File: config.mk
export PLATFORM = sky130hd
export DESIGN_NAME = osc_pulse_gen
export DESIGN_NICKNAME = d
export VERILOG_FILES = /design/src/rtl/osc_pulse_gen.sv
export SDC_FILE = /design/constraint.sdc
export NUM_CORES = 2
export LEC_CHECK = 0
export CORE_UTILIZATION = 25
export CTS_BUF_LIST = sky130_fd_sc_hd__clkbuf_2 sky130_fd_sc_hd__clkbuf_4 sky130_fd_sc_hd__clkbuf_8
export DETAILED_ROUTE_END_ITERATION = 6
export RECOVER_POWER = 50
export SYNTH_ARGS = -nofsm -noshare
export SYNTH_HDL_FRONTEND = slang
export SYNTH_SLANG_ARGS = --single-unit
File: constraint.sdc
create_clock -name clk -period 28.1 [get_ports clk]
set_clock_uncertainty 0.2 [all_clocks]
set_input_delay 4.215 -clock clk [delete_from_list [all_inputs] [get_ports clk]]
set_output_delay 4.215 -clock clk [all_outputs]
set_load 0.01 [all_outputs]
File: src/rtl/osc_pulse_gen.sv
// osc_pulse_gen
// Multi-channel programmable square-wave / pulse generator. Each channel runs
// an independent IDLE/HIGH/LOW state machine producing H cycles high followed
// by L cycles low, repeated continuously or for a programmed number of periods.
// Configuration written while a channel is running is held in a shadow
// (pending) register and applied at the next LOW->HIGH boundary or on return
// to IDLE, so a period in flight is never distorted.
//
// Ports
//   clk        : single clock
//   rst        : asynchronous, active-high reset
//   cfg_valid  : config write strobe (one write per cycle)
//   cfg_ch     : target channel; values >= NUM_CH are ignored
//   cfg_high   : high-phase length in cycles (0 treated as 1)
//   cfg_low    : low-phase length in cycles (0 treated as 1)
//   cfg_bursts : periods per run, 0 = continuous
//   cfg_invert : invert channel output, including idle level
//   start      : per-channel run request, level sampled
//   stop       : per-channel abort, level sampled, wins over start
//   sig_out    : registered waveform outputs
//   busy       : channel is in HIGH or LOW
//   done       : one-cycle pulse when a burst completes normally
//
// Handshake: cfg_valid is a single-cycle strobe with no back-pressure; every
// write with a valid channel number is accepted on the edge it is sampled.
// start/stop are plain levels evaluated at every edge.
//
// The per-channel state register is visible hierarchically as
// g_ch[n].r_state for checkers.

module osc_pulse_gen #(
    parameter int NUM_CH  = 4,
    parameter int CNT_W   = 16,
    parameter int BURST_W = 8
) (
    input  logic                                        clk,
    input  logic                                        rst,
    input  logic                                        cfg_valid,
    input  logic [((NUM_CH > 1) ? $clog2(NUM_CH) : 1)-1:0] cfg_ch,
    input  logic [CNT_W-1:0]                            cfg_high,
    input  logic [CNT_W-1:0]                            cfg_low,
    input  logic [BURST_W-1:0]                          cfg_bursts,
    input  logic                                        cfg_invert,
    input  logic [NUM_CH-1:0]                           start,
    input  logic [NUM_CH-1:0]                           stop,
    output logic [NUM_CH-1:0]                           sig_out,
    output logic [NUM_CH-1:0]                           busy,
    output logic [NUM_CH-1:0]                           done
);

    localparam int CH_W = (NUM_CH > 1) ? $clog2(NUM_CH) : 1;

    typedef enum logic [1:0] {
        ST_IDLE = 2'd0,
        ST_HIGH = 2'd1,
        ST_LOW  = 2'd2
    } state_t;

    // Phase lengths are clamped once here; channels only ever store values >= 1,
    // which keeps the "length - 1" timer loads from underflowing.
    logic [CNT_W-1:0] w_cfg_high_c;
    logic [CNT_W-1:0] w_cfg_low_c;

    assign w_cfg_high_c = (cfg_high == '0) ? CNT_W'(1) : cfg_high;
    assign w_cfg_low_c  = (cfg_low  == '0) ? CNT_W'(1) : cfg_low;

    for (genvar gi = 0; gi < NUM_CH; gi++) begin : g_ch
        state_t             r_state,      w_state_nx;
        logic [CNT_W-1:0]   r_timer,      w_timer_nx;
        logic [BURST_W-1:0] r_pcnt,       w_pcnt_nx;
        logic [BURST_W-1:0] r_run_bursts, w_run_bursts_nx;
        logic [CNT_W-1:0]   r_act_high,   w_act_high_nx;
        logic [CNT_W-1:0]   r_act_low,    w_act_low_nx;
        logic [BURST_W-1:0] r_act_bursts, w_act_bursts_nx;
        logic               r_act_inv,    w_act_inv_nx;
        logic [CNT_W-1:0]   r_pend_high,  w_pend_high_nx;
        logic [CNT_W-1:0]   r_pend_low,   w_pend_low_nx;
        logic               r_pend_inv,   w_pend_inv_nx;
        logic               r_pend,       w_pend_nx;
        logic               r_sig;
        logic               r_done,       w_done_nx;
        logic               w_wr;
        logic               w_period_end;
        logic [BURST_W-1:0] w_pcnt_inc;

        assign w_wr       = cfg_valid && (cfg_ch == CH_W'(gi));
        assign w_pcnt_inc = r_pcnt + BURST_W'(1);

        always_comb begin
            w_state_nx      = r_state;
            w_timer_nx      = r_timer;
            w_pcnt_nx       = r_pcnt;
            w_run_bursts_nx = r_run_bursts;
            w_act_high_nx   = r_act_high;
            w_act_low_nx    = r_act_low;
            w_act_bursts_nx = r_act_bursts;
            w_act_inv_nx    = r_act_inv;
            w_pend_high_nx  = r_pend_high;
            w_pend_low_nx   = r_pend_low;
            w_pend_inv_nx   = r_pend_inv;
            w_pend_nx       = r_pend;
            w_done_nx       = 1'b0;
            w_period_end    = 1'b0;

            case (r_state)
                ST_IDLE: begin
                    if (w_wr) begin
                        w_act_high_nx   = w_cfg_high_c;
                        w_act_low_nx    = w_cfg_low_c;
                        w_act_bursts_nx = cfg_bursts;
                        w_act_inv_nx    = cfg_invert;
                    end
                    // A write and a start on the same edge run with the new values.
                    if (start[gi] && !stop[gi]) begin
                        w_state_nx      = ST_HIGH;
                        w_timer_nx      = w_act_high_nx - CNT_W'(1);
                        w_pcnt_nx       = '0;
                        w_run_bursts_nx = w_act_bursts_nx;
                    end
                end
                ST_HIGH: begin
                    if (stop[gi]) begin
                        w_state_nx = ST_IDLE;
                        w_timer_nx = '0;
                    end else if (r_timer == '0) begin
                        w_state_nx = ST_LOW;
                        w_timer_nx = r_act_low - CNT_W'(1);
                    end else begin
                        w_timer_nx = r_timer - CNT_W'(1);
                    end
                end
                ST_LOW: begin
                    if (stop[gi]) begin
                        w_state_nx = ST_IDLE;
                        w_timer_nx = '0;
                    end else if (r_timer == '0) begin
                        w_pcnt_nx = w_pcnt_inc;
                        if ((r_run_bursts != '0) && (w_pcnt_inc == r_run_bursts)) begin
                            w_state_nx = ST_IDLE;
                            w_done_nx  = 1'b1;
                        end else begin
                            w_state_nx   = ST_HIGH;
                            w_period_end = 1'b1;
                        end
                    end else begin
                        w_timer_nx = r_timer - CNT_W'(1);
                    end
                end
                default: begin
                    w_state_nx = ST_IDLE;
                    w_timer_nx = '0;
                end
            endcase

            if (r_state != ST_IDLE) begin
                // Shadow config lands at a period boundary or on return to IDLE.
                if (r_pend && (w_period_end || (w_state_nx == ST_IDLE))) begin
                    w_act_high_nx = r_pend_high;
                    w_act_low_nx  = r_pend_low;
                    w_act_inv_nx  = r_pend_inv;
                    w_pend_nx     = 1'b0;
                end
                if (w_wr) begin
                    // Burst length only matters at the next start, so it can go
                    // straight to the active register.
                    w_act_bursts_nx = cfg_bursts;
                    if (w_state_nx == ST_IDLE) begin
                        // Channel is leaving the run on this edge: nothing left
                        // to protect, so load active directly.
                        w_act_high_nx = w_cfg_high_c;
                        w_act_low_nx  = w_cfg_low_c;
                        w_act_inv_nx  = cfg_invert;
                    end else begin
                        w_pend_high_nx = w_cfg_high_c;
                        w_pend_low_nx  = w_cfg_low_c;
                        w_pend_inv_nx  = cfg_invert;
                        w_pend_nx      = 1'b1;
                    end
                end
                if (w_period_end) begin
                    w_timer_nx = w_act_high_nx - CNT_W'(1);
                end
            end
        end

        always_ff @(posedge clk or posedge rst) begin
            if (rst) begin
                r_state      <= ST_IDLE;
                r_timer      <= '0;
                r_pcnt       <= '0;
                r_run_bursts <= '0;
                r_act_high   <= CNT_W'(1);
                r_act_low    <= CNT_W'(1);
                r_act_bursts <= '0;
                r_act_inv    <= 1'b0;
                r_pend_high  <= CNT_W'(1);
                r_pend_low   <= CNT_W'(1);
                r_pend_inv   <= 1'b0;
                r_pend       <= 1'b0;
                r_sig        <= 1'b0;
                r_done       <= 1'b0;
            end else begin
                r_state      <= w_state_nx;
                r_timer      <= w_timer_nx;
                r_pcnt       <= w_pcnt_nx;
                r_run_bursts <= w_run_bursts_nx;
                r_act_high   <= w_act_high_nx;
                r_act_low    <= w_act_low_nx;
                r_act_bursts <= w_act_bursts_nx;
                r_act_inv    <= w_act_inv_nx;
                r_pend_high  <= w_pend_high_nx;
                r_pend_low   <= w_pend_low_nx;
                r_pend_inv   <= w_pend_inv_nx;
                r_pend       <= w_pend_nx;
                // Output level follows the next state and next polarity so the
                // pin changes on the same edge as the state.
                r_sig        <= (w_state_nx == ST_HIGH) ^ w_act_inv_nx;
                r_done       <= w_done_nx;
            end
        end

        assign sig_out[gi] = r_sig;
        assign busy[gi]    = (r_state != ST_IDLE);
        assign done[gi]    = r_done;
    end

endmodule
; After elaboration in Yosys (flattened, before gate mapping)
; Index checks and enable logic that the tools add are counted.
[word_totals]
regBits = 444
inputBits = 54
elab_cells = 396
[op_classes]
n_addsub = 20
eq_ne = 31
muxes = 218
bitwise_logic = 8
reduce_logical = 63
[op_table]
columns = operator, n
row1 = $mux 16, 86
row2 = $sub 16x1->16 const B, 16
row3 = $mux 8, 28
row4 = $pmux 16 s3, 4
row5 = $logic_not 16->1, 6
row6 = $mux 1, 72
row7 = $pmux 8 s2, 4
row8 = $mux 2, 20
row9 = $add 8x1->8 const B, 4
row10 = $eq 8x8->1, 4
row11 = $reduce_bool 8->1, 4
row12 = $ne 2x2->1 const B, 12
row13 = $pmux 2 s3, 4
row14 = $eq 2x1->1 const B, 9
row15 = $logic_not 2->1, 9
row16 = $logic_and 1x1->1, 16
row17 = $reduce_and 4->1, 4
row18 = $reduce_bool 2->1, 8
row19 = $eq 2x2->1 const B, 6
row20 = $reduce_and 3->1, 4
row21 = $reduce_and 2->1, 4
row22 = $logic_not 1->1, 4
row23 = $logic_or 1x1->1, 4
row24 = $not 1->1, 4
row25 = $xor 1x1->1, 4

; Longest topological paths before layout
[depth]
word_depth = 17
mapped_depth = 17

; Worst setup path before layout
; No wires, ideal clock.
[synth_timing]
path_type = input to register
from = input stop[1]
to = register g_ch[1].r_timer[14]
arrival_time_ps = 6972
required_time_ps = 27771
setup_slack_ps = 20799
stages = 14
n_path_buf = 3
cell_sequence = clkbuf_1 nand2b_1 clkbuf_1 nor2_1 o41a_1 clkbuf_1 nor2_1 o22ai_1 inv_1 ha_1 or3b_1 nor4b_1 xor2_1 o21ai_1
[synth_between]
elab_chain_len = 14
elab_cells_between_ends = 22
[synth_lines]
columns = element, line
row1 = start: declaration, 45  ; input logic [NUM_CH-1:0] stop,
row2 = $logic_not 1->1, 114  ; if (start[gi] && !stop[gi]) begin
row3 = $logic_and 1x1->1, 114
row4 = $mux 2, 114
row5 = $pmux 2 s3, 105  ; case (r_state)
row6 = $logic_not 2->1, "157, 167"
row7 = $logic_or 1x1->1, 157  ; if (r_pend && (w_period_end || (w_state_nx == ST_IDLE))) begin
row8 = $logic_and 1x1->1, 157
row9 = $mux 16, 157
row10 = $mux 16, 167  ; if (w_state_nx == ST_IDLE) begin
row11 = $mux 16, 163  ; if (w_wr) begin
row12 = $mux 16, 155  ; if (r_state != ST_IDLE) begin
row13 = $sub 16x1->16, 181  ; w_timer_nx = w_act_high_nx - CNT_W'(1);
row14 = $mux 16, 180  ; if (w_period_end) begin
row15 = $mux 16 (*), 155
row16 = named net g_ch[1].w_timer_nx[14], 69  ; logic [CNT_W-1:0] r_timer, w_timer_nx;
row17 = end signal: assignment, 204  ; r_timer <= w_timer_nx;
row18 = end: declaration, 69
; Mark *: on every way through the listed nets, which the timed path passes. The rest lies on a longest branch. The select of a mux whose other input is x is not followed.
; A chain may end at the register's enable or synchronous reset.

==> metrics.md <==
| Metric | Value |
|---|---|
| CP endpoint | `g_ch[0].r_act_low[7]` |
| DRC | `0` |
| Cells after Synth | `3364` |
| Num CTS Buffers | `79` |
| WS Path Type | `input port to async pin` |
| Vias in the first global route | `25000` |
| Die area | `0.116 sq mm` |
| Reg area | `0.0111 sq mm` |
| RR Endpoint | `g_ch[1].r_timer[14]` |
| Worst path required time | `28.57 ns` |
| Max-slew headroom | `-2.83` |
| Origin of the critical flop-to-flop path | `g_ch[1].r_timer[0]` |
| Cell Area, Synth | `0.0286 sq mm` |
| H-tree Lvls | `3` |
| Area contributors post-synth | `dfrtp_1 (37%), nand2_1 (6.0%), mux2_2 (5.5%)` |
| Seq cells post-synth | `444` |
| Async SR Flop Fraction | `1.00` |
| Sequential share of the synthesized area | `0.389` |
| Rows | `123` |
| Post-Route WL | `101000 microns` |
| PostCTS Resize Cnt | `0` |
| Hold Buf Count CTS | `0` |
| First-pass GRT wire length | `155000 microns` |
| Post-synth cell types | `98` |
| Worst-margin pin slew | `5.72 ns` |
| Final setup vio count | `0` |
| Die Ht | `340 microns` |
| Largest net degree at the start of global routing | `119` |
| I/O Buffers | `65` |
| Synth Flop Type | `dfrtp_1` |
| Crit-path max cell delay | `3.15 ns` |
| Final nets | `3428` |
| Wire per inst | `20.6 microns` |
| RD Place Congestion | `0.933` |
| Average size of a mapped cell | `8.50 sq um` |
| Clk Latency, worst-skew pair | `0.71 ns` |
| Top-count cell post-synth | `nand2_1` |
| CTS Buffer Depth | `3` |
| Crit path max fanout | `118` |
| Pins Over Slew Limit | `582` |
| Die Wd | `340 microns` |
| Crit path cell chain | `dlygate4sd3_1, clkinvlp_2, clkbuf_1, buf_4` |
| CP Capture Type | `async pin` |
| Clock Sinks | `444` |
| Boundary pin count | `66` |
| Slowest-stage cell, CP | `clkinvlp_2` |
| Post-synth EDFFs | `0` |
| Final min period | `11.84 ns` |
| Yosys warning count | `0` |
| Setup tns final | `0 ns` |
| Hold Fails Final Rpt | `0` |
| Initial DRC count | `2965` |
| Post-DP HPWL | `69200 microns` |
| Proportion of layout cells with a drive suffix above 1 | `0.119` |
| Power per cell area | `87.6 mW/mm^2` |
| Core box area | `0.113 sq mm` |
| GRT Total Usage | `0.171` |
| Setup bufs post-CTS | `0` |
| CP Launch Type | `input port` |
| Unrepaired setup endpoints after global routing | `no` |
| Outcome | `complete, but fails checks` |
| Top-area cell type share of the netlist area | `0.375` |
| Clk pin slew, worst setup/hold paths | `0.05 ns` |
| Routed via count | `26500` |
| CTS Root Cell | `clkbuf_8` |
| Antenna violation net count after detailed routing | `0` |
| Cells after DPL | `4772` |
| Grt total ovfl | `0` |
| Area growth syn-to-layout | `13.5%` |
| Failing checks | `capacitance limit, slew limit` |
| Tcrit/Tclk final | `0.421` |
| VDD IR-drop max | `0.0343 mV` |
| Arrival time worst endpoint | `12.31 ns` |
| Fin cells | `4918` |
| R2R cell count | `16` |
| Crit path launch | `rst` |
| CTS tree | `yes` |
| Initial DRT Pass Iterations | `5` |
| Synth top cells by count | `nand2_1 (457), dfrtp_1 (428), nor2_1 (359)` |
| Post-synth top area cell | `dfrtp_1` |
| Initial core utilization | `0.253` |
| Area of the multi-input gates | `0.0163 sq mm` |
| Post-synth net total | `3438` |
| Fill cells | `12200` |
| Leak | `13.3 nW` |
| Flop-to-flop setup slack | `21.51 ns` |
| DR vias/cell | `5.39` |
| Hold Path Class | `flip-flop to flip-flop` |
| Max frequency | `84.5 MHz` |
| Max-capacitance violation count | `12` |
| Antenna violations before repair | `8` |
-- worst min-delay path by stage --
stage | depth (start not counted) | start | endpoint
floorplan | 2 | g_ch[3].r_act_bursts[0] | g_ch[3].r_act_bursts[0]
global placement | 2 | g_ch[1].r_act_bursts[3] | g_ch[1].r_act_bursts[3]
detailed placement | 2 | g_ch[1].r_act_bursts[3] | g_ch[1].r_act_bursts[3]
CTS | 2 | g_ch[1].r_act_bursts[3] | g_ch[1].r_act_bursts[3]
global route | 2 | g_ch[0].r_act_bursts[5] | g_ch[0].r_act_bursts[5]
finish | 2 | g_ch[1].r_act_bursts[3] | g_ch[1].r_act_bursts[3]
-- metrics by stage --
stage,util,hold WS (ns),instance area (sq um),total power [W],setup WS (ns)
floorplan,-,0.236,28600,0.00182,11.34
global placement,0.273,0.252,30800,0.00214,19.29
detailed placement,0.273,0.258,30800,0.00216,19.32
CTS,0.288,0.272,32500,0.00284,20.04
global route,0.287,0.293,32400,0.00302,14.99
finish,0.287,0.269,32400,0.00284,16.26
-- layout by cell type, fill, tap and decap left out, drive strengths merged, types with 52 or more instances in the layout --
| cell | netlist | layout |
|---|---|---|
| a21oi | 198 | 198 |
| a22oi | 52 | 52 |
| a31oi | 57 | 57 |
| buf | 42 | 58 |
| clkbuf | 195 | 149 |
| dfrtp | 428 | 428 |
| mux2 | 139 | 139 |
| mux2i | 93 | 93 |
| nand2 | 458 | 458 |
| nand3 | 65 | 65 |
| nor2 | 361 | 361 |
| nor3 | 111 | 111 |
| nor4 | 52 | 52 |
| o21ai | 231 | 231 |
| o22ai | 81 | 81 |
| xnor2 | 121 | 121 |
| xor2 | 102 | 102 |
-- power by group --
group / switching, W / internal (W)
Combinational: 0.000646 / 0.000456
Sequential: 0.000217 / 0.000853
Clock: 0.000299 / 0.000371
-- sequential cells by signal, indices dropped and copies added (netlist names) --
signal / cells
g_ch.r_act_low: 64
g_ch.r_state: 8
g_ch.r_act_bursts: 32
g_ch.r_pend: 4
g_ch.r_timer: 64
g_ch.r_sig: 4
g_ch.r_pcnt: 32
g_ch.r_done: 4
g_ch.r_act_inv: 4
g_ch.r_run_bursts: 32
g_ch.r_pend_inv: 4
g_ch.r_act_high: 64
g_ch.r_pend_high: 64
g_ch.r_pend_low: 64
-- per-layer routing --
metal,up-vias,wire [microns],global-route usage
li1,12200,-,-
met1,13100,45600,0.244
met2,1131,43800,0.256
met3,160,9430,0.0405
met4,0,2550,0.0443
met5,-,0,0
-- area by class of cell --
cell class,instances,share of cell area
Multi-Input combinational cell,2634,0.504
Inverter,49,0.00571
Tap cell,1500,0.0579
Clock buffer,126,0.0481
Sequential cell,444,0.343
Clock inverter,17,0.00490
Antenna cell,2,0.000154
Timing Repair Buffer,146,0.0362
-- kinds of logic after synthesis --
| group | after synthesis | synth area share |
|---|---|---|
| AOI/OAI and AO/OA | 886 | 0.198 |
| xor gates and xnor gates | 223 | 0.0683 |
| adders and majority gates | 20 | 0.00875 |
| buffers and inverters | 286 | 0.0398 |
| DFF | 444 | 0.389 |
| muxes | 232 | 0.0873 |
| and+or+nand+nor | 1273 | 0.208 |
-- worst max-delay path, delay by kind of cell --
kind                   cells  cell delay [ns]
buffers and inverters      4             7.90
No activity file was read; power rests on OpenSTA's default activity.
